===== config.mk =====
export PLATFORM = sky130hd
export DESIGN_NAME = pipe_ctrl
export DESIGN_NICKNAME = d
export VERILOG_FILES = /design/src/rtl/pipe_ctrl.sv
export SDC_FILE = /design/constraint.sdc
export NUM_CORES = 1
export LEC_CHECK = 0
export BUFFER_PORTS_ARGS = -buffer_cell sky130_fd_sc_hd__clkbuf_2
export CORE_ASPECT_RATIO = 0.8
export CORE_MARGIN = 2
export CORE_UTILIZATION = 45
export CTS_CLUSTER_SIZE = 8
export DETAILED_ROUTE_END_ITERATION = 8
export PLACE_DENSITY_LB_ADDON = 0.08
export SYNTH_ARGS = -nofsm -noshare
export SYNTH_HDL_FRONTEND = slang
export SYNTH_SLANG_ARGS = --single-unit

===== constraint.sdc =====
create_clock -name clk -period 3 [get_ports clk]
set_clock_uncertainty 0.15 [all_clocks]
set_input_delay 0.6 -clock clk [delete_from_list [all_inputs] [get_ports clk]]
set_output_delay 0.6 -clock clk [all_outputs]
set_load 0.02 [all_outputs]

===== src/rtl/pipe_ctrl.sv =====
// Frame-level controller for an HLS filter: waits for vsync, starts the filter, tracks
// completion, aborts on timeout with a capture-off flush, and registers the filter's coordinate.
module pipe_ctrl #(
    parameter int unsigned TIMEOUT_CYCLES = 2000000,
    parameter int unsigned FLUSH_CYCLES   = 16,
    parameter int unsigned FCNT_W         = 16
) (
    input  logic              clk,
    input  logic              RESETn,
    input  logic              init_done,
    input  logic              vsync,
    input  logic [2:0]        sel_req,
    input  logic              sel_req_valid,
    input  logic              ap_ready,
    input  logic              ap_done,
    input  logic              ap_idle,
    input  logic [9:0]        coord_V,
    input  logic              coord_V_ap_vld,
    output logic              ap_start,
    output logic [2:0]        sel_V,
    output logic              capture_en,
    output logic [9:0]        coord_out,
    output logic              coord_valid,
    output logic [FCNT_W-1:0] frame_cnt,
    output logic              timeout_err,
    output logic              busy
);

    localparam int unsigned TO_W = (TIMEOUT_CYCLES > 1) ? $clog2(TIMEOUT_CYCLES) : 1;
    localparam int unsigned FL_W = (FLUSH_CYCLES > 1) ? $clog2(FLUSH_CYCLES) : 1;
    localparam logic [TO_W-1:0] TO_LAST = TO_W'(TIMEOUT_CYCLES - 1);
    localparam logic [FL_W-1:0] FL_LAST = FL_W'(FLUSH_CYCLES - 1);

    localparam logic [2:0] ST_IDLE    = 3'd0;
    localparam logic [2:0] ST_WAIT_VS = 3'd1;
    localparam logic [2:0] ST_START   = 3'd2;
    localparam logic [2:0] ST_RUN     = 3'd3;
    localparam logic [2:0] ST_FLUSH   = 3'd4;

    logic [2:0]        r_state;
    logic              r_vs_prev;
    logic [2:0]        r_sel_pend;
    logic [2:0]        r_sel_v;
    logic              r_ap_start;
    logic              r_capture_en;
    logic [9:0]        r_coord_out;
    logic              r_coord_valid;
    logic [FCNT_W-1:0] r_frame_cnt;
    logic              r_timeout_err;
    logic              r_busy;
    logic [TO_W-1:0]   r_to_cnt;
    logic [FL_W-1:0]   r_fl_cnt;

    logic [2:0] w_state_nxt;
    logic       w_vs_rise;
    logic       w_to_hit;
    logic       w_fl_hit;
    logic       w_enter_start;
    logic       w_frame_done;
    logic       w_abort;
    logic       w_flush_end;
    logic       w_coord_load;

    assign w_vs_rise    = vsync & ~r_vs_prev;
    assign w_to_hit     = (r_to_cnt == TO_LAST);
    assign w_fl_hit     = (r_fl_cnt == FL_LAST);
    assign w_coord_load = coord_V_ap_vld & (r_state != ST_IDLE);

    always_comb begin
        w_state_nxt   = r_state;
        w_enter_start = 1'b0;
        w_frame_done  = 1'b0;
        w_abort       = 1'b0;
        w_flush_end   = 1'b0;
        if (!init_done) begin
            w_state_nxt = ST_IDLE;
        end else begin
            case (r_state)
                ST_IDLE: begin
                    w_state_nxt = ST_WAIT_VS;
                end
                ST_WAIT_VS: begin
                    // A vsync edge seen while the filter is not idle is simply lost.
                    if (w_vs_rise && ap_idle) begin
                        w_state_nxt   = ST_START;
                        w_enter_start = 1'b1;
                    end
                end
                ST_START: begin
                    if (ap_ready && ap_done) begin
                        w_state_nxt  = ST_WAIT_VS;
                        w_frame_done = 1'b1;
                    end else if (w_to_hit) begin
                        w_state_nxt = ST_FLUSH;
                        w_abort     = 1'b1;
                    end else if (ap_ready) begin
                        w_state_nxt = ST_RUN;
                    end
                end
                ST_RUN: begin
                    if (ap_done) begin
                        w_state_nxt  = ST_WAIT_VS;
                        w_frame_done = 1'b1;
                    end else if (w_to_hit) begin
                        w_state_nxt = ST_FLUSH;
                        w_abort     = 1'b1;
                    end
                end
                ST_FLUSH: begin
                    if (w_fl_hit) begin
                        w_state_nxt = ST_WAIT_VS;
                        w_flush_end = 1'b1;
                    end
                end
                default: begin
                    w_state_nxt = ST_IDLE;
                end
            endcase
        end
    end

    always_ff @(posedge clk) begin
        if (!RESETn) begin
            r_state   <= ST_IDLE;
            r_vs_prev <= 1'b0;
            r_busy    <= 1'b0;
        end else begin
            r_state   <= w_state_nxt;
            r_vs_prev <= vsync;
            r_busy    <= (w_state_nxt == ST_START) || (w_state_nxt == ST_RUN) ||
                         (w_state_nxt == ST_FLUSH);
        end
    end

    // Pending select is captured anywhere; it reaches the filter only on START entry.
    always_ff @(posedge clk) begin
        if (!RESETn) begin
            r_sel_pend <= 3'd0;
            r_sel_v    <= 3'd0;
        end else begin
            if (sel_req_valid) begin
                r_sel_pend <= sel_req;
            end
            if (w_enter_start) begin
                r_sel_v <= r_sel_pend;
            end
        end
    end

    always_ff @(posedge clk) begin
        if (!RESETn) begin
            r_ap_start   <= 1'b0;
            r_capture_en <= 1'b0;
        end else begin
            r_ap_start <= (w_state_nxt == ST_START);
            if (w_state_nxt == ST_IDLE) begin
                r_capture_en <= 1'b0;
            end else if (w_enter_start || w_flush_end) begin
                r_capture_en <= 1'b1;
            end else if (w_abort) begin
                r_capture_en <= 1'b0;
            end
        end
    end

    always_ff @(posedge clk) begin
        if (!RESETn) begin
            r_to_cnt <= '0;
            r_fl_cnt <= '0;
        end else begin
            if (w_enter_start) begin
                r_to_cnt <= '0;
            end else if ((r_state == ST_START) || (r_state == ST_RUN)) begin
                r_to_cnt <= r_to_cnt + 1'b1;
            end
            if (w_abort) begin
                r_fl_cnt <= '0;
            end else if (r_state == ST_FLUSH) begin
                r_fl_cnt <= r_fl_cnt + 1'b1;
            end
        end
    end

    always_ff @(posedge clk) begin
        if (!RESETn) begin
            r_frame_cnt   <= '0;
            r_timeout_err <= 1'b0;
        end else begin
            if (w_frame_done) begin
                r_frame_cnt <= r_frame_cnt + 1'b1;
            end
            if (w_abort) begin
                r_timeout_err <= 1'b1;
            end
        end
    end

    always_ff @(posedge clk) begin
        if (!RESETn) begin
            r_coord_out   <= 10'd0;
            r_coord_valid <= 1'b0;
        end else begin
            r_coord_valid <= w_coord_load;
            if (w_coord_load) begin
                r_coord_out <= coord_V;
            end
        end
    end

    assign ap_start    = r_ap_start;
    assign sel_V       = r_sel_v;
    assign capture_en  = r_capture_en;
    assign coord_out   = r_coord_out;
    assign coord_valid = r_coord_valid;
    assign frame_cnt   = r_frame_cnt;
    assign timeout_err = r_timeout_err;
    assign busy        = r_busy;

endmodule

## After elaboration in Yosys (flattened, before gate mapping)

Index checks and enable logic that the tools add are counted.

- Flip-flop bits (word level): 66
- Input port bits: 22
- Output and inout bits: 34
- Word-level logic and storage cells: 68

- Add/subtract/negate cells: 3
- Eq/ne operators: 9
- Muxes and demuxes: 26
- Bitwise gates (word level): 4
- Reduce and logical (&&, ||, !) cells: 13

Operators with widths:

| kind | number |
|---|---|
| two-way mux 3 bit | 8 |
| adder 21 x 1 -> 21 bit (second input constant) | 1 |
| equality test 21 bit (second input constant) | 1 |
| adder 16 x 1 -> 16 bit (second input constant) | 1 |
| two-way mux 1 bit | 15 |
| case mux 3 bit (5 select lines) | 1 |
| equality test 3 x 2 -> 1 bit (second input constant) | 4 |
| equality test 3 bit (second input constant) | 2 |
| zero test 3 bit | 2 |
| OR reduction 2 bit | 3 |
| adder 4 x 1 -> 4 bit (second input constant) | 1 |
| equality test 4 bit (second input constant) | 1 |
| logical OR 1 bit | 4 |
| case mux 1 bit (2 select lines) | 2 |
| equality test 3 x 1 -> 1 bit (second input constant) | 1 |
| nonzero test 3 bit | 1 |
| AND 1 bit | 2 |
| logical AND 1 bit | 2 |
| inverter 1 bit | 2 |
| nonzero test 2 bit | 1 |

## Depth between registers and ports, before layout

Gate-level depths: netlist of run 1.

- Depth in word-level cells: 9
- Depth in mapped cells: 6
- Depth with buffers taken out: 5

## Worst setup path after synthesis of run 1

Ideal clock, no wire load.

- Kind: reg-to-reg
- Start point: register r_frame_cnt[0] (netlist: frame_cnt[0])
- End point: register r_frame_cnt[10] (netlist: frame_cnt[10])
- Library setup time: 70 ps
- Arrival: 1802 ps
- Data required time: 2779 ps
- Slack: 978 ps
- Stages on the path, launching flop included: 7
- Path buffers: 1
- Clock period less this slack: 2022 ps
- Cell sequence: dfxtp_1 -> ha_1 -> nand4b_2 -> or4_1 -> buf_2 -> or3_1 -> a21oi_1

- Longest elaborated chain between the ends: 1

RTL lines:

| what | line | source |
|---|---|---|
| start, declared | 48 | `logic [FCNT_W-1:0] r_frame_cnt;` |
| start signal, assigned | 190 | `r_frame_cnt <= r_frame_cnt + 1'b1;` |
| adder 16 x 1 -> 16 bit | 190 |  |

Every way passes these cells.
A chain may end at the register's enable or synchronous reset.

## Worst setup path after layout of run 1

- Start point: register r_state[1]
- End point: register r_to_cnt[20]

- Longest elaborated chain between the ends: 4
- Elaborated cells between the ends (all ways): 7
- Those cells by class: eq/ne (3); mux (2); reduce/logical (2)

RTL lines:

| what | line | source |
|---|---|---|
| start, declared | 40 | `logic [2:0] r_state;` |
| start signal, assigned | 128 | `r_state <= w_state_nxt;` |
| equality test 3 x 1 -> 1 bit | 78 | `case (r_state)` |
| two-way mux 1 bit | 78 |  |
| two-way mux 1 bit | 75 | `if (!init_done) begin` |
| OR reduction 2 bit (no source line) | n/a |  |
| end signal, assigned | 174 | `r_to_cnt <= r_to_cnt + 1'b1;` |
| end, declared | 51 | `logic [TO_W-1:0] r_to_cnt;` |

Several ways; a longest one is shown, not always the timed one.

==> report_table.html, run 1 <==
<table>
<tr><th>Metric</th><th>Value</th></tr>
<tr><th colspan="2">Outcome</th></tr>
<tr><td>Run status</td><td>complete, no violations</td></tr>
<tr><th colspan="2">Pwr</th></tr>
<tr><td>Internal power component</td><td>roughly 1.3 mW</td></tr>
<tr><td>Design Power</td><td>1.598 mW</td></tr>
<tr><td>Power per cell area</td><td>470.2 nW/um^2</td></tr>
<tr><td>Leakage power summed over all cells</td><td>roughly 1.4 nW</td></tr>
<tr><td>Seq pwr share</td><td>a little under three fifths</td></tr>
<tr><td>Net switching power</td><td>between 300 and 400 uW</td></tr>
<tr><td>Clock share of power</td><td>between 30% and 40%</td></tr>
<tr><td>Combinational cell fraction of total power</td><td>under 10%</td></tr>
<tr><td>Switching Fraction</td><td>21.75%</td></tr>
<tr><td>Worst IR drop on VDD</td><td>roughly 0.25 mV</td></tr>
<tr><th colspan="2">STA</th></tr>
<tr><td>Slew of the pin with the lowest slew margin</td><td>about 0.53 ns</td></tr>
<tr><td>Unrepaired setup endpoints after global routing</td><td>no</td></tr>
<tr><td>Hold_ws</td><td>between 0.3 and 0.4 ns</td></tr>
<tr><td>Min cycle time layout</td><td>2.227 ns</td></tr>
<tr><td>Max-slew headroom</td><td>about 64%</td></tr>
<tr><td>Total count of max-transition violations in the final report</td><td>0</td></tr>
<tr><td>Final setup vio count</td><td>0</td></tr>
<tr><td>Number of failing hold endpoints at the final stage</td><td>0</td></tr>
<tr><td>Final clock period utilization by the worst path</td><td>approximately 74%</td></tr>
<tr><td>Fmax</td><td>between 400 and 500 MHz</td></tr>
<tr><td>Total negative slack</td><td>0 ns</td></tr>
<tr><th colspan="2">Layout</th></tr>
<tr><td>Layout Area Growth over Synthesis</td><td>18.19%</td></tr>
<tr><td>Post-Route Utilization</td><td>approximately 54%</td></tr>
<tr><td>Post-layout net count</td><td>approximately 400</td></tr>
<tr><td>Ant. Diodes</td><td>0</td></tr>
<tr><td>Number of standard cells in the final layout excluding fillers</td><td>460</td></tr>
<tr><td>Proportion of layout cells with a drive suffix above 1</td><td>between 20% and 30%</td></tr>
<tr><th colspan="2">Routing</th></tr>
<tr><td>Iter 0 DRT Violations</td><td>between 80 and 90</td></tr>
<tr><td>Number of nets with antenna violations after routing</td><td>0</td></tr>
<tr><td>Final wirelength</td><td>between 5 and 6 mm</td></tr>
<tr><td>Final routed wire length divided by cell count</td><td>between 10 and 15 um</td></tr>
<tr><td>DR vias/cell</td><td>between 5 and 6</td></tr>
<tr><td>DRC Markers</td><td>0</td></tr>
<tr><td>Number of search-and-repair iterations in the first detailed-routing pass</td><td>5</td></tr>
<tr><td>Vias</td><td>2430</td></tr>
<tr><th colspan="2">Worst setup path</th></tr>
<tr><td>Critical path type</td><td>reg2reg</td></tr>
<tr><td>Critical path capture point type</td><td>register</td></tr>
<tr><td>Cell class contributing the biggest share of worst-path delay</td><td>simple AND/OR/NAND/NOR gates</td></tr>
<tr><td>Cell type of the slowest stage on the worst timing path</td><td>sky130_fd_sc_hd__or4_1</td></tr>
<tr><td>WP buf/inv</td><td>0</td></tr>
<tr><td>Chain of cells forming the critical path</td><td>and4b_1, nand4_1, or4_1, a21oi_1</td></tr>
<tr><td>Startpoint class of the critical path</td><td>register</td></tr>
<tr><td>Largest fanout on the critical path</td><td>11</td></tr>
<tr><td>Biggest cell delay along the critical path</td><td>around 0.62 ns</td></tr>
<tr><td>Arrival time of the worst setup path</td><td>approximately 2.3 ns</td></tr>
<tr><td>Req. time, crit path</td><td>~3.1 ns</td></tr>
<tr><th colspan="2">CTS</th></tr>
<tr><td>Clock sinks</td><td>66</td></tr>
<tr><td>Post-CTS Setup Bufs</td><td>0</td></tr>
<tr><td>Number of buffers added by the clock tree synthesis step</td><td>9</td></tr>
<tr><td>Post-CTS clock slew at the launch and capture registers of the worst setup and hold paths</td><td>around 0.060 ns</td></tr>
<tr><td>CTS HTree Levels</td><td>3</td></tr>
<tr><td>Clock insertion delay at the later pin of the skew report</td><td>0.33 ns</td></tr>
<tr><td>Root buf cell</td><td>sky130_fd_sc_hd__clkbuf_8</td></tr>
<tr><td>Maximum clock path buffer count</td><td>2</td></tr>
<tr><td>Quantity of gates resized following cts</td><td>0</td></tr>
<tr><td>Clock tree from TritonCTS</td><td>done</td></tr>
<tr><td>Hold-fix buffer count after cts</td><td>0</td></tr>
<tr><th colspan="2">Logic synthesis</th></tr>
<tr><td>Post-Synthesis Mean Instance Area</td><td>slightly above 9 sq um</td></tr>
<tr><td>Synth warn</td><td>0</td></tr>
<tr><td>Post-Synthesis Cells</td><td>around 320</td></tr>
<tr><td>Cells taking the most area after synthesis</td><td>sky130_fd_sc_hd__dfxtp_1 (46%), sky130_fd_sc_hd__mux2i_1 (6.6%), sky130_fd_sc_hd__nor2_1 (5.5%)</td></tr>
<tr><td>Post-synth top cells</td><td>sky130_fd_sc_hd__dfxtp_1 (66), sky130_fd_sc_hd__nor2_1 (42), sky130_fd_sc_hd__a21oi_1 (21)</td></tr>
<tr><td>Most instantiated library cell after synthesis</td><td>sky130_fd_sc_hd__dfxtp_1</td></tr>
<tr><td>Share of the yosys chip area belonging to registers</td><td>between 40% and 50%</td></tr>
<tr><td>FFs w/ async S/R, synth</td><td>0%</td></tr>
<tr><td>Unique cell type count in the Yosys netlist</td><td>41</td></tr>
<tr><td>Most used flip-flop cell after synthesis</td><td>sky130_fd_sc_hd__dfxtp_1</td></tr>
<tr><td>Net count after synthesis</td><td>342</td></tr>
<tr><td>Post-synthesis instance area</td><td>roughly 2900 sq um</td></tr>
<tr><td>Synthesized flop and latch total</td><td>66</td></tr>
<tr><td>Post-synth top area share</td><td>45.95%</td></tr>
<tr><td>Count of flip-flops with a built-in enable after synthesis</td><td>0</td></tr>
<tr><td>Leading area contributor after synthesis</td><td>sky130_fd_sc_hd__dfxtp_1</td></tr>
<tr><th colspan="2">Global route</th></tr>
<tr><td>Overall global routing resource usage</td><td>17.80%</td></tr>
<tr><td>Vias in the first global route</td><td>~2100</td></tr>
<tr><td>Largest net degree at the start of global routing</td><td>33</td></tr>
<tr><td>Antenna violations before repair</td><td>0</td></tr>
<tr><td>First-pass GRT wire length</td><td>between 9 and 10 mm</td></tr>
<tr><td>GRT Residual Overflow</td><td>0</td></tr>
<tr><th colspan="2">Die</th></tr>
<tr><td>Die W</td><td>93.37 um</td></tr>
<tr><td>Number of primary I/O pins</td><td>56</td></tr>
<tr><td>Total number of placement rows</td><td>26</td></tr>
<tr><td>Starting Density</td><td>approximately 46%</td></tr>
<tr><td>Core Footprint</td><td>6279 sq um</td></tr>
<tr><td>Vertical extent of the die</td><td>75.50 um</td></tr>
<tr><td>Total die area</td><td>between 7000 and 8000 sq um</td></tr>
<tr><th colspan="2">Min path</th></tr>
<tr><td>Kind of path behind the tightest hold check</td><td>reg2reg</td></tr>
<tr><th colspan="2">Placed design</th></tr>
<tr><td>Final HPWL DP</td><td>~4.2 mm</td></tr>
<tr><td>Placer Congestion</td><td>0.7851</td></tr>
<tr><td>Cell count after placement</td><td>between 400 and 500</td></tr>
<tr><td>Number of port buffers</td><td>55</td></tr>
<tr><th colspan="2">Job</th></tr>
<tr><td>Number of violations of the max-capacitance limit</td><td>0</td></tr>
</table>
[power groups by stage]
| stage | sequential (mW) | clock [mW] | combinational, mW |
|---|---|---|---|
| 2_1_floorplan | 0.918 | 0 | 0.0365 |
| 3_3_place_gp | 0.912 | 0 | 0.0775 |
| 3_5_place_dp | 0.912 | 0 | 0.0782 |
| 4_1_cts | 0.893 | 0.657 | 0.0783 |
| 5_1_grt | 0.894 | 0.696 | 0.0866 |
| 6_report | 0.893 | 0.627 | 0.0781 |
[flip-flops by register name (all words and copies together) (netlist names)]
name and count:
sel_V 3, r_fl_cnt 4, frame_cnt 16, r_state 3, r_to_cnt 21, ap_start 1, coord_valid 1, capture_en 1
busy 1, coord_out 10, timeout_err 1, r_vs_prev 1, r_sel_pend 3
[path summary, 6_finish.rpt]
path                                              start                   endpoint  slack [ns]  cells after the start
worst min register to register  capture_en$_SDFFE_PP0P_    capture_en$_SDFFE_PP0P_        0.32                      2
worst min-delay path            capture_en$_SDFFE_PP0P_    capture_en$_SDFFE_PP0P_        0.32                      2
worst max register to register    r_state[1]$_SDFF_PN0_  r_to_cnt[20]$_SDFFE_PP0N_        0.77                      4
worst max-delay path              r_state[1]$_SDFF_PN0_  r_to_cnt[20]$_SDFFE_PP0N_        0.77                      4
[metal layers]
layer | vias up | track usage [%] | part of all wire [%]
li1 | 1259 | - | -
met1 | 1114 | 25.52 | 54
met2 | 49 | 24.38 | 40
met3 | 8 | 6.429 | 4.9
met4 | 0 | 6.863 | 1.4
met5 | - | 0 | 0
[kinds of logic after synthesis]
kind of cell	Yosys count	synth area share, %
compound gates	54	11.75
xor+xnor	18	5.483
fa+ha+maj	3	1.306
buf+inv	21	2.959
flops	66	45.95
mux	19	6.614
simple gates	136	25.94
[tightest hold or removal path: cells and delay by family (launching register included)]
kind,cells,cell delay [ns]
AND/OR/NAND/NOR,1,0.05
flip-flops,1,0.31
AO/OA/AOI/OAI,1,0.06
[area by class of cell]
cell class | instances | area, sq um
repair buffers | 60 | 312.8
flip-flops and latches | 66 | 1321
clock buffers | 13 | 158.9
multi-input cells | 230 | 1474
well taps | 84 | 105.1
inverters | 7 | 26.28
fillers | 587 | 2880
[metrics by stage]
stage	setup WS, ns	cell area (sq um)
after floorplan	0.9778	2875
after global placement	0.7932	3239
after detailed placement	0.7644	3239
after CTS	0.7820	3398
after global routing	0.6214	3398
final	0.7730	3398
[cell usage in the layout, fill, tap and decap left out, types with 7 or more instances in the layout]
| cell | synthesis | routed |
|---|---|---|
| sky130_fd_sc_hd__xnor2_1 | 7 | 7 |
| sky130_fd_sc_hd__or4_1 | 12 | 12 |
| sky130_fd_sc_hd__o31ai_1 | 12 | 11 |
| sky130_fd_sc_hd__or3_1 | 10 | 10 |
| sky130_fd_sc_hd__nand4_1 | 13 | 13 |
| sky130_fd_sc_hd__o21ai_0 | 11 | 11 |
| sky130_fd_sc_hd__inv_1 | 7 | 7 |
| sky130_fd_sc_hd__nand2_1 | 16 | 16 |
| sky130_fd_sc_hd__dfxtp_1 | 66 | 66 |
| sky130_fd_sc_hd__nor2_1 | 42 | 42 |
| sky130_fd_sc_hd__xor2_1 | 11 | 11 |
| sky130_fd_sc_hd__clkbuf_2 | 0 | 55 |
| sky130_fd_sc_hd__clkbuf_8 | 0 | 11 |
| sky130_fd_sc_hd__nand3_1 | 15 | 15 |
| sky130_fd_sc_hd__mux2i_1 | 19 | 19 |
| sky130_fd_sc_hd__a21oi_1 | 21 | 21 |
(Power assumes the default switching activity.)
==> run 2, diff against run 1 <==
- ABC_AREA: default -> 1
- clock period: 3 -> 2 ns (I/O delays scaled with it)
==> report_table.html, run 2 <==
<table>
<tr><th>Metric</th><th>Value</th></tr>
<tr><th colspan="2">Layout</th></tr>
<tr><td>Filler cell count in the final layout</td><td>around 670</td></tr>
<tr><td>Multi-input gate area</td><td>1545 sq um</td></tr>
<tr><td>Layout Area Growth over Synthesis</td><td>19.71%</td></tr>
<tr><td>Commonest cells after routing, fill and taps aside</td><td>sky130_fd_sc_hd__nor2_1 (86), sky130_fd_sc_hd__nand2_1 (83), sky130_fd_sc_hd__dfxtp_1 (66)</td></tr>
<tr><td>Post-Route Utilization</td><td>between 50% and 60%</td></tr>
<tr><td>Number of standard cells in the final layout excluding fillers</td><td>602</td></tr>
<tr><td>Proportion of layout cells with a drive suffix above 1</td><td>approximately 19%</td></tr>
<tr><td>Post-layout net count</td><td>between 500 and 600</td></tr>
<tr><td>Most flop-heavy register</td><td>r_to_cnt</td></tr>
<tr><td>Commonest non-fill, non-tap cell in the layout</td><td>sky130_fd_sc_hd__nor2_1</td></tr>
<tr><td>Seq. cell area</td><td>~1300 sq um</td></tr>
<tr><td>Max reg flops</td><td>21</td></tr>
<tr><td>Ant. Diodes</td><td>0</td></tr>
<tr><th colspan="2">Logic synthesis</th></tr>
<tr><td>Leading area contributor after synthesis</td><td>sky130_fd_sc_hd__dfxtp_1</td></tr>
<tr><td>Post-synth top area share</td><td>42.56%</td></tr>
<tr><td>Most instantiated library cell after synthesis</td><td>sky130_fd_sc_hd__nor2_1</td></tr>
<tr><td>FFs w/ async S/R, synth</td><td>0%</td></tr>
<tr><td>Synthesized flop and latch total</td><td>66</td></tr>
<tr><td>Synth warn</td><td>0</td></tr>
<tr><td>Most used flip-flop cell after synthesis</td><td>sky130_fd_sc_hd__dfxtp_1</td></tr>
<tr><td>Cells taking the most area after synthesis</td><td>sky130_fd_sc_hd__dfxtp_1 (43%), sky130_fd_sc_hd__nor2_1 (10%), sky130_fd_sc_hd__nand2_1 (10%)</td></tr>
<tr><td>Count of flip-flops with a built-in enable after synthesis</td><td>0</td></tr>
<tr><td>Post-Synthesis Cells</td><td>roughly 450</td></tr>
<tr><td>Post-Synthesis Mean Instance Area</td><td>approximately 7 sq um</td></tr>
<tr><td>Post-synthesis instance area</td><td>just over 3000 sq um</td></tr>
<tr><td>Post-synth top cells</td><td>sky130_fd_sc_hd__nor2_1 (86), sky130_fd_sc_hd__nand2_1 (83), sky130_fd_sc_hd__dfxtp_1 (66)</td></tr>
<tr><td>Net count after synthesis</td><td>between 400 and 500</td></tr>
<tr><td>Unique cell type count in the Yosys netlist</td><td>31</td></tr>
<tr><td>Share of the yosys chip area belonging to registers</td><td>between 40% and 50%</td></tr>
<tr><th colspan="2">Worst setup path</th></tr>
<tr><td>Most frequent cell on the critical path</td><td>sky130_fd_sc_hd__nand2_1</td></tr>
<tr><td>Arrival time of the worst setup path</td><td>1.88 ns</td></tr>
<tr><td>Critical path capture point type</td><td>register</td></tr>
<tr><td>Cell class contributing the biggest share of worst-path delay</td><td>simple AND/OR/NAND/NOR gates</td></tr>
<tr><td>Largest fanout on the critical path</td><td>4</td></tr>
<tr><td>Start point of the critical path</td><td>r_to_cnt[0]$_SDFFE_PP0N_</td></tr>
<tr><td>Startpoint class of the critical path</td><td>register</td></tr>
<tr><td>Worst r2r src</td><td>r_to_cnt[0]$_SDFFE_PP0N_</td></tr>
<tr><td>Biggest cell delay along the critical path</td><td>between 0.3 and 0.4 ns</td></tr>
<tr><td>Chain of cells forming the critical path</td><td>ha_1, nand2_1, nor3_1, nand3_1, o21ai_1, nand2_1, nand2_1, nor2_1</td></tr>
<tr><td>Critical path type</td><td>reg2reg</td></tr>
<tr><td>WP buf/inv</td><td>0</td></tr>
<tr><td>Cell type of the slowest stage on the worst timing path</td><td>sky130_fd_sc_hd__dfxtp_1</td></tr>
<tr><td>Req. time, crit path</td><td>between 2 and 2.5 ns</td></tr>
<tr><th colspan="2">Routing</th></tr>
<tr><td>Vias</td><td>around 2900</td></tr>
<tr><td>DRC Markers</td><td>0</td></tr>
<tr><td>Iter 0 DRT Violations</td><td>156</td></tr>
<tr><td>Final wirelength</td><td>just over 7 mm</td></tr>
<tr><td>Number of nets with antenna violations after routing</td><td>0</td></tr>
<tr><td>DR vias/cell</td><td>~4.8</td></tr>
<tr><td>Number of search-and-repair iterations in the first detailed-routing pass</td><td>5</td></tr>
<tr><td>Final routed wire length divided by cell count</td><td>around 12 um</td></tr>
<tr><th colspan="2">CTS</th></tr>
<tr><td>Root buf cell</td><td>sky130_fd_sc_hd__clkbuf_8</td></tr>
<tr><td>Clock sinks</td><td>66</td></tr>
<tr><td>Hold-fix buffer count after cts</td><td>0</td></tr>
<tr><td>Clock tree from TritonCTS</td><td>done</td></tr>
<tr><td>Number of buffers added by the clock tree synthesis step</td><td>9</td></tr>
<tr><td>Post-CTS Setup Bufs</td><td>0</td></tr>
<tr><td>Maximum clock path buffer count</td><td>2</td></tr>
<tr><td>Quantity of gates resized following cts</td><td>0</td></tr>
<tr><td>Post-CTS clock slew at the launch and capture registers of the worst setup and hold paths</td><td>0.07 ns</td></tr>
<tr><td>CTS HTree Levels</td><td>3</td></tr>
<tr><td>Clock insertion delay at the later pin of the skew report</td><td>between 0.3 and 0.4 ns</td></tr>
<tr><th colspan="2">Pwr</th></tr>
<tr><td>Combinational cell fraction of total power</td><td>under 10%</td></tr>
<tr><td>Net switching power</td><td>roughly 640 uW</td></tr>
<tr><td>Switching Fraction</td><td>23.36%</td></tr>
<tr><td>Power per cell area</td><td>732.3 nW/um^2</td></tr>
<tr><td>Leakage power summed over all cells</td><td>1.557 nW</td></tr>
<tr><td>Internal power component</td><td>2.086 mW</td></tr>
<tr><td>Worst IR drop on VDD</td><td>between 0.3 and 0.4 mV</td></tr>
<tr><td>Clock share of power</td><td>45.3%</td></tr>
<tr><td>Seq pwr share</td><td>49.4%</td></tr>
<tr><th colspan="2">STA</th></tr>
<tr><td>Slew of the pin with the lowest slew margin</td><td>~0.46 ns</td></tr>
<tr><td>Min cycle time layout</td><td>1.784 ns</td></tr>
<tr><td>Final clock period utilization by the worst path</td><td>between 80% and 90%</td></tr>
<tr><td>Final setup vio count</td><td>0</td></tr>
<tr><td>Fmax</td><td>roughly 560 MHz</td></tr>
<tr><td>Total count of max-transition violations in the final report</td><td>0</td></tr>
<tr><td>Total negative slack</td><td>0 ns</td></tr>
<tr><td>Number of failing hold endpoints at the final stage</td><td>0</td></tr>
<tr><td>Unrepaired setup endpoints after global routing</td><td>no</td></tr>
<tr><td>Max-slew headroom</td><td>69.18%</td></tr>
<tr><th colspan="2">Min path</th></tr>
<tr><td>Kind of path behind the tightest hold check</td><td>in2reg</td></tr>
<tr><td>Origin of the worst min-delay path</td><td>vsync</td></tr>
<tr><th colspan="2">Global route</th></tr>
<tr><td>First-pass GRT wire length</td><td>12.33 mm</td></tr>
<tr><td>GRT Residual Overflow</td><td>0</td></tr>
<tr><td>Overall global routing resource usage</td><td>around a fifth</td></tr>
<tr><td>Antenna violations before repair</td><td>0</td></tr>
<tr><td>Largest net degree at the start of global routing</td><td>17</td></tr>
<tr><td>Vias in the first global route</td><td>2706</td></tr>
<tr><th colspan="2">Die</th></tr>
<tr><td>Core Footprint</td><td>6790 sq um</td></tr>
<tr><td>Total die area</td><td>about 7600 sq um</td></tr>
<tr><td>Vertical extent of the die</td><td>about 80 um</td></tr>
<tr><td>Number of primary I/O pins</td><td>between 50 and 60</td></tr>
<tr><td>Total number of placement rows</td><td>27</td></tr>
<tr><td>Starting Density</td><td>between 40% and 50%</td></tr>
<tr><td>Die W</td><td>just under 100 um</td></tr>
<tr><th colspan="2">Placed design</th></tr>
<tr><td>Cell count after placement</td><td>approximately 590</td></tr>
<tr><td>Placer Congestion</td><td>a little under 0.9</td></tr>
<tr><td>Final HPWL DP</td><td>between 5 and 6 mm</td></tr>
<tr><td>Number of port buffers</td><td>55</td></tr>
<tr><th colspan="2">Job</th></tr>
<tr><td>Number of violations of the max-capacitance limit</td><td>0</td></tr>
<tr><th colspan="2">Outcome</th></tr>
<tr><td>Run status</td><td>complete, no violations</td></tr>
</table>
## run 2: cell types whose count changed in the layout (fill, tap and decap cells not counted), sizes merged, moves of 15 or more
cell and change:
mux2i -19, inv +46, nor3 +15, nand2 +70, nor2 +53, o21ai +17
## run 2: worst paths after layout
kind / endpoint / slack (ns) / cells past startpoint
max reg2reg: r_state[0]$_SDFF_PN0_ / 0.22 / 8
min reg2reg: sel_V[2]$_SDFFE_PN0P_ / 0.30 / 2
min: r_vs_prev$_SDFF_PN0_ / 0.1 / 3
max: r_state[0]$_SDFF_PN0_ / 0.22 / 8
## run 2: area by class of cell
class / instances / area share (%)
sequential: 66 / 35.56
inverter: 54 / 5.455
multi-input combinational: 318 / 41.58
tap: 87 / 2.929
timing repair buffer: 61 / 8.620
clock buffer: 9 / 3.333
clock inverter: 7 / 2.525
## run 2: kinds of logic after synthesis
logic type | synth area share, %
buffers and inverters | 7.658
xor gates and xnor gates | 3.104
AOI/OAI and AO/OA | 10.76
DFF | 42.56
adders and majority gates | 1.209
and+or+nand+nor | 34.70
## run 2: tightest hold or removal path: cells and delay by family
family                 cells  cell delay (ns)
buffers and inverters      2             0.13
and+or+nand+nor            1             0.04
## run 2: routing by layer
metal	GRT usage [%]	routed length [um]	up-vias
met5	0	0	-
met4	5.493	76	0
met3	6.946	387	6
met2	29.38	2929	61
met1	28.30	3684	1284
li1	-	-	1557
## run 2: through the flow
stage / hold slack [ns] / total power [mW] / worst slack (ns) / area [sq um]
after floorplan: 0.3074 / 1.462 / 0.3337 / 3104
after global placement: 0.2842 / 1.517 / 0.3005 / 3498
after detailed placement: 0.2869 / 1.519 / 0.2435 / 3498
after CTS: 0.07788 / 2.760 / 0.2260 / 3716
after global routing: 0.09115 / 2.834 / 0.06757 / 3716
final: 0.09591 / 2.721 / 0.2155 / 3716
## run 2: power by group through the flow
| stage | sequential [mW] | clock, mW | combinational (mW) |
|---|---|---|---|
| global placement | 1.37 | 0 | 0.143 |
| global route | 1.35 | 1.32 | 0.165 |
| floorplan | 1.39 | 0 | 0.0716 |
| CTS | 1.34 | 1.27 | 0.145 |
| finish | 1.34 | 1.23 | 0.144 |
| detailed placement | 1.37 | 0 | 0.145 |
==> run 3, diff against run 2 <==
- CELL_PAD_IN_SITES_DETAIL_PLACEMENT: default -> 1
- CELL_PAD_IN_SITES_GLOBAL_PLACEMENT: default -> 2
- CORE_UTILIZATION: 45 -> 27
- PLACE_DENSITY: default -> 0.75
- PLACE_DENSITY_LB_ADDON: 0.08 -> default
==> report_table.html, run 3 (synthesis results as in run 2) <==
<table>
<tr><th>Metric</th><th>Value</th></tr>
<tr><th colspan="2">Outcome</th></tr>
<tr><td>Run status</td><td>complete, no violations</td></tr>
<tr><th colspan="2">CTS</th></tr>
<tr><td>Clock tree from TritonCTS</td><td>done</td></tr>
<tr><td>Clock insertion delay at the later pin of the skew report</td><td>approximately 0.33 ns</td></tr>
<tr><td>Maximum clock path buffer count</td><td>2</td></tr>
<tr><td>Post-CTS Setup Bufs</td><td>0</td></tr>
<tr><td>Number of buffers added by the clock tree synthesis step</td><td>9</td></tr>
<tr><td>Post-CTS clock slew at the launch and capture registers of the worst setup and hold paths</td><td>~0.06 ns</td></tr>
<tr><td>Root buf cell</td><td>sky130_fd_sc_hd__clkbuf_16</td></tr>
<tr><td>CTS HTree Levels</td><td>3</td></tr>
<tr><td>Clock sinks</td><td>between 60 and 70</td></tr>
<tr><th colspan="2">Job</th></tr>
<tr><td>Number of violations of the max-capacitance limit</td><td>0</td></tr>
<tr><th colspan="2">STA</th></tr>
<tr><td>Worst path setup slack after routing</td><td>around 0.25 ns</td></tr>
<tr><td>Final clock period utilization by the worst path</td><td>between 80% and 90%</td></tr>
<tr><td>Fmax</td><td>about 570 MHz</td></tr>
<tr><td>Total count of max-transition violations in the final report</td><td>0</td></tr>
<tr><td>Unrepaired setup endpoints after global routing</td><td>no</td></tr>
<tr><td>Slew of the pin with the lowest slew margin</td><td>slightly above 0.6 ns</td></tr>
<tr><td>Hold_ws</td><td>0.1268 ns</td></tr>
<tr><td>Final setup vio count</td><td>0</td></tr>
<tr><td>Min cycle time layout</td><td>approximately 1.7 ns</td></tr>
<tr><td>Max-slew headroom</td><td>about three fifths</td></tr>
<tr><td>Number of failing hold endpoints at the final stage</td><td>0</td></tr>
<tr><td>Total negative slack</td><td>0 ns</td></tr>
<tr><th colspan="2">Worst setup path</th></tr>
<tr><td>Startpoint class of the critical path</td><td>register</td></tr>
<tr><td>Arrival time of the worst setup path</td><td>approximately 1.8 ns</td></tr>
<tr><td>Critical path capture point type</td><td>register</td></tr>
<tr><td>Req. time, crit path</td><td>2.03 ns</td></tr>
<tr><td>Critical path type</td><td>reg2reg</td></tr>
<tr><td>Largest fanout on the critical path</td><td>4</td></tr>
<tr><th colspan="2">Global route</th></tr>
<tr><td>Grt met2 use</td><td>between 20% and 30%</td></tr>
<tr><td>Met3 Usage GRT</td><td>between 4 and 5%</td></tr>
<tr><td>Met1 track utilization from global routing</td><td>20.48%</td></tr>
<tr><td>Overall global routing resource usage</td><td>15.55%</td></tr>
<tr><td>First-pass GRT wire length</td><td>between 10 and 15 mm</td></tr>
<tr><td>Antenna violations before repair</td><td>0</td></tr>
<tr><td>Vias in the first global route</td><td>slightly above 3000</td></tr>
<tr><td>Most crowded layer after global routing</td><td>met2</td></tr>
<tr><td>Largest net degree at the start of global routing</td><td>18</td></tr>
<tr><td>GRT Residual Overflow</td><td>0</td></tr>
<tr><th colspan="2">Layout</th></tr>
<tr><td>Post-layout net count</td><td>between 500 and 600</td></tr>
<tr><td>Commonest cells after routing, fill and taps aside</td><td>sky130_fd_sc_hd__nor2_1 (86), sky130_fd_sc_hd__nand2_1 (83), sky130_fd_sc_hd__dfxtp_1 (66)</td></tr>
<tr><td>Proportion of layout cells with a drive suffix above 1</td><td>19.34%</td></tr>
<tr><td>Max reg flops</td><td>21</td></tr>
<tr><td>Layout Area Growth over Synthesis</td><td>24.79%</td></tr>
<tr><td>Ant. Diodes</td><td>0</td></tr>
<tr><td>Number of standard cells in the final layout excluding fillers</td><td>656</td></tr>
<tr><td>Commonest non-fill, non-tap cell in the layout</td><td>sky130_fd_sc_hd__nor2_1</td></tr>
<tr><td>Most flop-heavy register</td><td>r_to_cnt</td></tr>
<tr><td>Post-Route Utilization</td><td>35.16%</td></tr>
<tr><th colspan="2">Pwr</th></tr>
<tr><td>Power per cell area</td><td>~800 nW/um^2</td></tr>
<tr><td>Combinational cell fraction of total power</td><td>roughly 4.8%</td></tr>
<tr><td>Leakage power summed over all cells</td><td>~1.6 nW</td></tr>
<tr><td>Seq pwr share</td><td>43.5%</td></tr>
<tr><td>Clock share of power</td><td>between 50% and 60%</td></tr>
<tr><td>Switching Fraction</td><td>22.15%</td></tr>
<tr><td>Worst IR drop on VDD</td><td>between 0.3 and 0.4 mV</td></tr>
<tr><td>Net switching power</td><td>between 600 and 700 uW</td></tr>
<tr><td>Internal power component</td><td>about 2.4 mW</td></tr>
<tr><th colspan="2">Placed design</th></tr>
<tr><td>Post-place setup slack</td><td>about 0.12 ns</td></tr>
<tr><td>Cell count after placement</td><td>roughly 640</td></tr>
<tr><td>Placer Congestion</td><td>0.7820</td></tr>
<tr><td>Final HPWL DP</td><td>6.820 mm</td></tr>
<tr><td>Number of port buffers</td><td>55</td></tr>
<tr><th colspan="2">Routing</th></tr>
<tr><td>Vias</td><td>between 3000 and 4000</td></tr>
<tr><td>Number of search-and-repair iterations in the first detailed-routing pass</td><td>4</td></tr>
<tr><td>DR vias/cell</td><td>4.579</td></tr>
<tr><td>Final routed wire length divided by cell count</td><td>between 10 and 15 um</td></tr>
<tr><td>Final wirelength</td><td>8.768 mm</td></tr>
<tr><td>DRC Markers</td><td>0</td></tr>
<tr><td>Iter 0 DRT Violations</td><td>roughly 120</td></tr>
<tr><td>Number of nets with antenna violations after routing</td><td>0</td></tr>
<tr><th colspan="2">Die</th></tr>
<tr><td>Total number of placement rows</td><td>34</td></tr>
<tr><td>Starting Density</td><td>28.17%</td></tr>
<tr><td>Total die area</td><td>about 12000 sq um</td></tr>
<tr><td>Core Footprint</td><td>11020 sq um</td></tr>
<tr><td>Number of primary I/O pins</td><td>56</td></tr>
<tr><td>Vertical extent of the die</td><td>around 100 um</td></tr>
<tr><td>Die W</td><td>roughly 120 um</td></tr>
<tr><th colspan="2">Min path</th></tr>
<tr><td>Kind of path behind the tightest hold check</td><td>in2reg</td></tr>
</table>
-- run 3: changes by cell type in the layout (fill, tap and decap cells not counted), sizes merged --
| cell | change |
|---|---|
| buf | -2 |
| clkbuf | +2 |
| bufinv | -1 |
| clkinv | -1 |
| clkinvlp | -1 |
-- run 3: what timing repair did --
item	in CTS	in global routing
resized for setup	0	3
setup endpoints to repair	0	4
hold buffers	0	0
-- run 3: area by class of cell --
| class | count | area (sq um) |
|---|---|---|
| fill | 1410 | 7144 |
| inverter | 54 | 202.7 |
| multi-input combinational | 318 | 1560 |
| tap | 144 | 180.2 |
| sequential | 66 | 1321 |
| timing repair buffer | 59 | 305.3 |
| clock buffer | 11 | 252.7 |
| clock inverter | 4 | 51.30 |
-- run 3: worst max-delay path, cell delays in order (launching register included) --
cell and delay, ns:
sky130_fd_sc_hd__dfxtp_1 0.37, sky130_fd_sc_hd__ha_1 0.22, sky130_fd_sc_hd__nand2_1 0.15, sky130_fd_sc_hd__nor3_4 0.24, sky130_fd_sc_hd__nand3_1 0.15, sky130_fd_sc_hd__nand2_1 0.09, sky130_fd_sc_hd__nand2_1 0.05, sky130_fd_sc_hd__nand2_1 0.10
sky130_fd_sc_hd__a21oi_1 0.08
-- run 3: routing by layer --
layer / share of wire, % / up-vias / wire length (um)
met5: 0 / - / 0
met4: 1.8 / 0 / 156
met3: 4.0 / 12 / 352
met2: 45 / 50 / 3905
met1: 50 / 1388 / 4353
li1: - / 1554 / -
-- run 3: power by group through the flow --
stage | logic, mW | registers [mW] | clock network [mW]
after floorplan | 0.0716 | 1.39 | 0
after global placement | 0.147 | 1.38 | 0
after detailed placement | 0.150 | 1.38 | 0
after CTS | 0.151 | 1.35 | 1.65
after global routing | 0.169 | 1.35 | 1.72
final | 0.147 | 1.35 | 1.60
-- run 3: path summary, 6_finish.rpt --
kind | start | endpoint | slack [ns] | cells after the start
hold reg to reg | sel_V[0]$_SDFFE_PN0P_ | sel_V[0]$_SDFFE_PN0P_ | 0.30 | 2
setup / recovery | r_to_cnt[0]$_SDFFE_PP0N_ | busy$_SDFF_PN0_ | 0.25 | 8
hold / removal | vsync | r_vs_prev$_SDFF_PN0_ | 0.13 | 3
setup reg to reg | r_to_cnt[0]$_SDFFE_PP0N_ | busy$_SDFF_PN0_ | 0.25 | 8
-- run 3: metrics by stage --
stage / instance area (sq um) / power (mW)
after global routing: 3874 / 3.240
after CTS: 3859 / 3.151
after global placement: 3555 / 1.522
after floorplan: 3104 / 1.462
final: 3874 / 3.099
after detailed placement: 3555 / 1.526
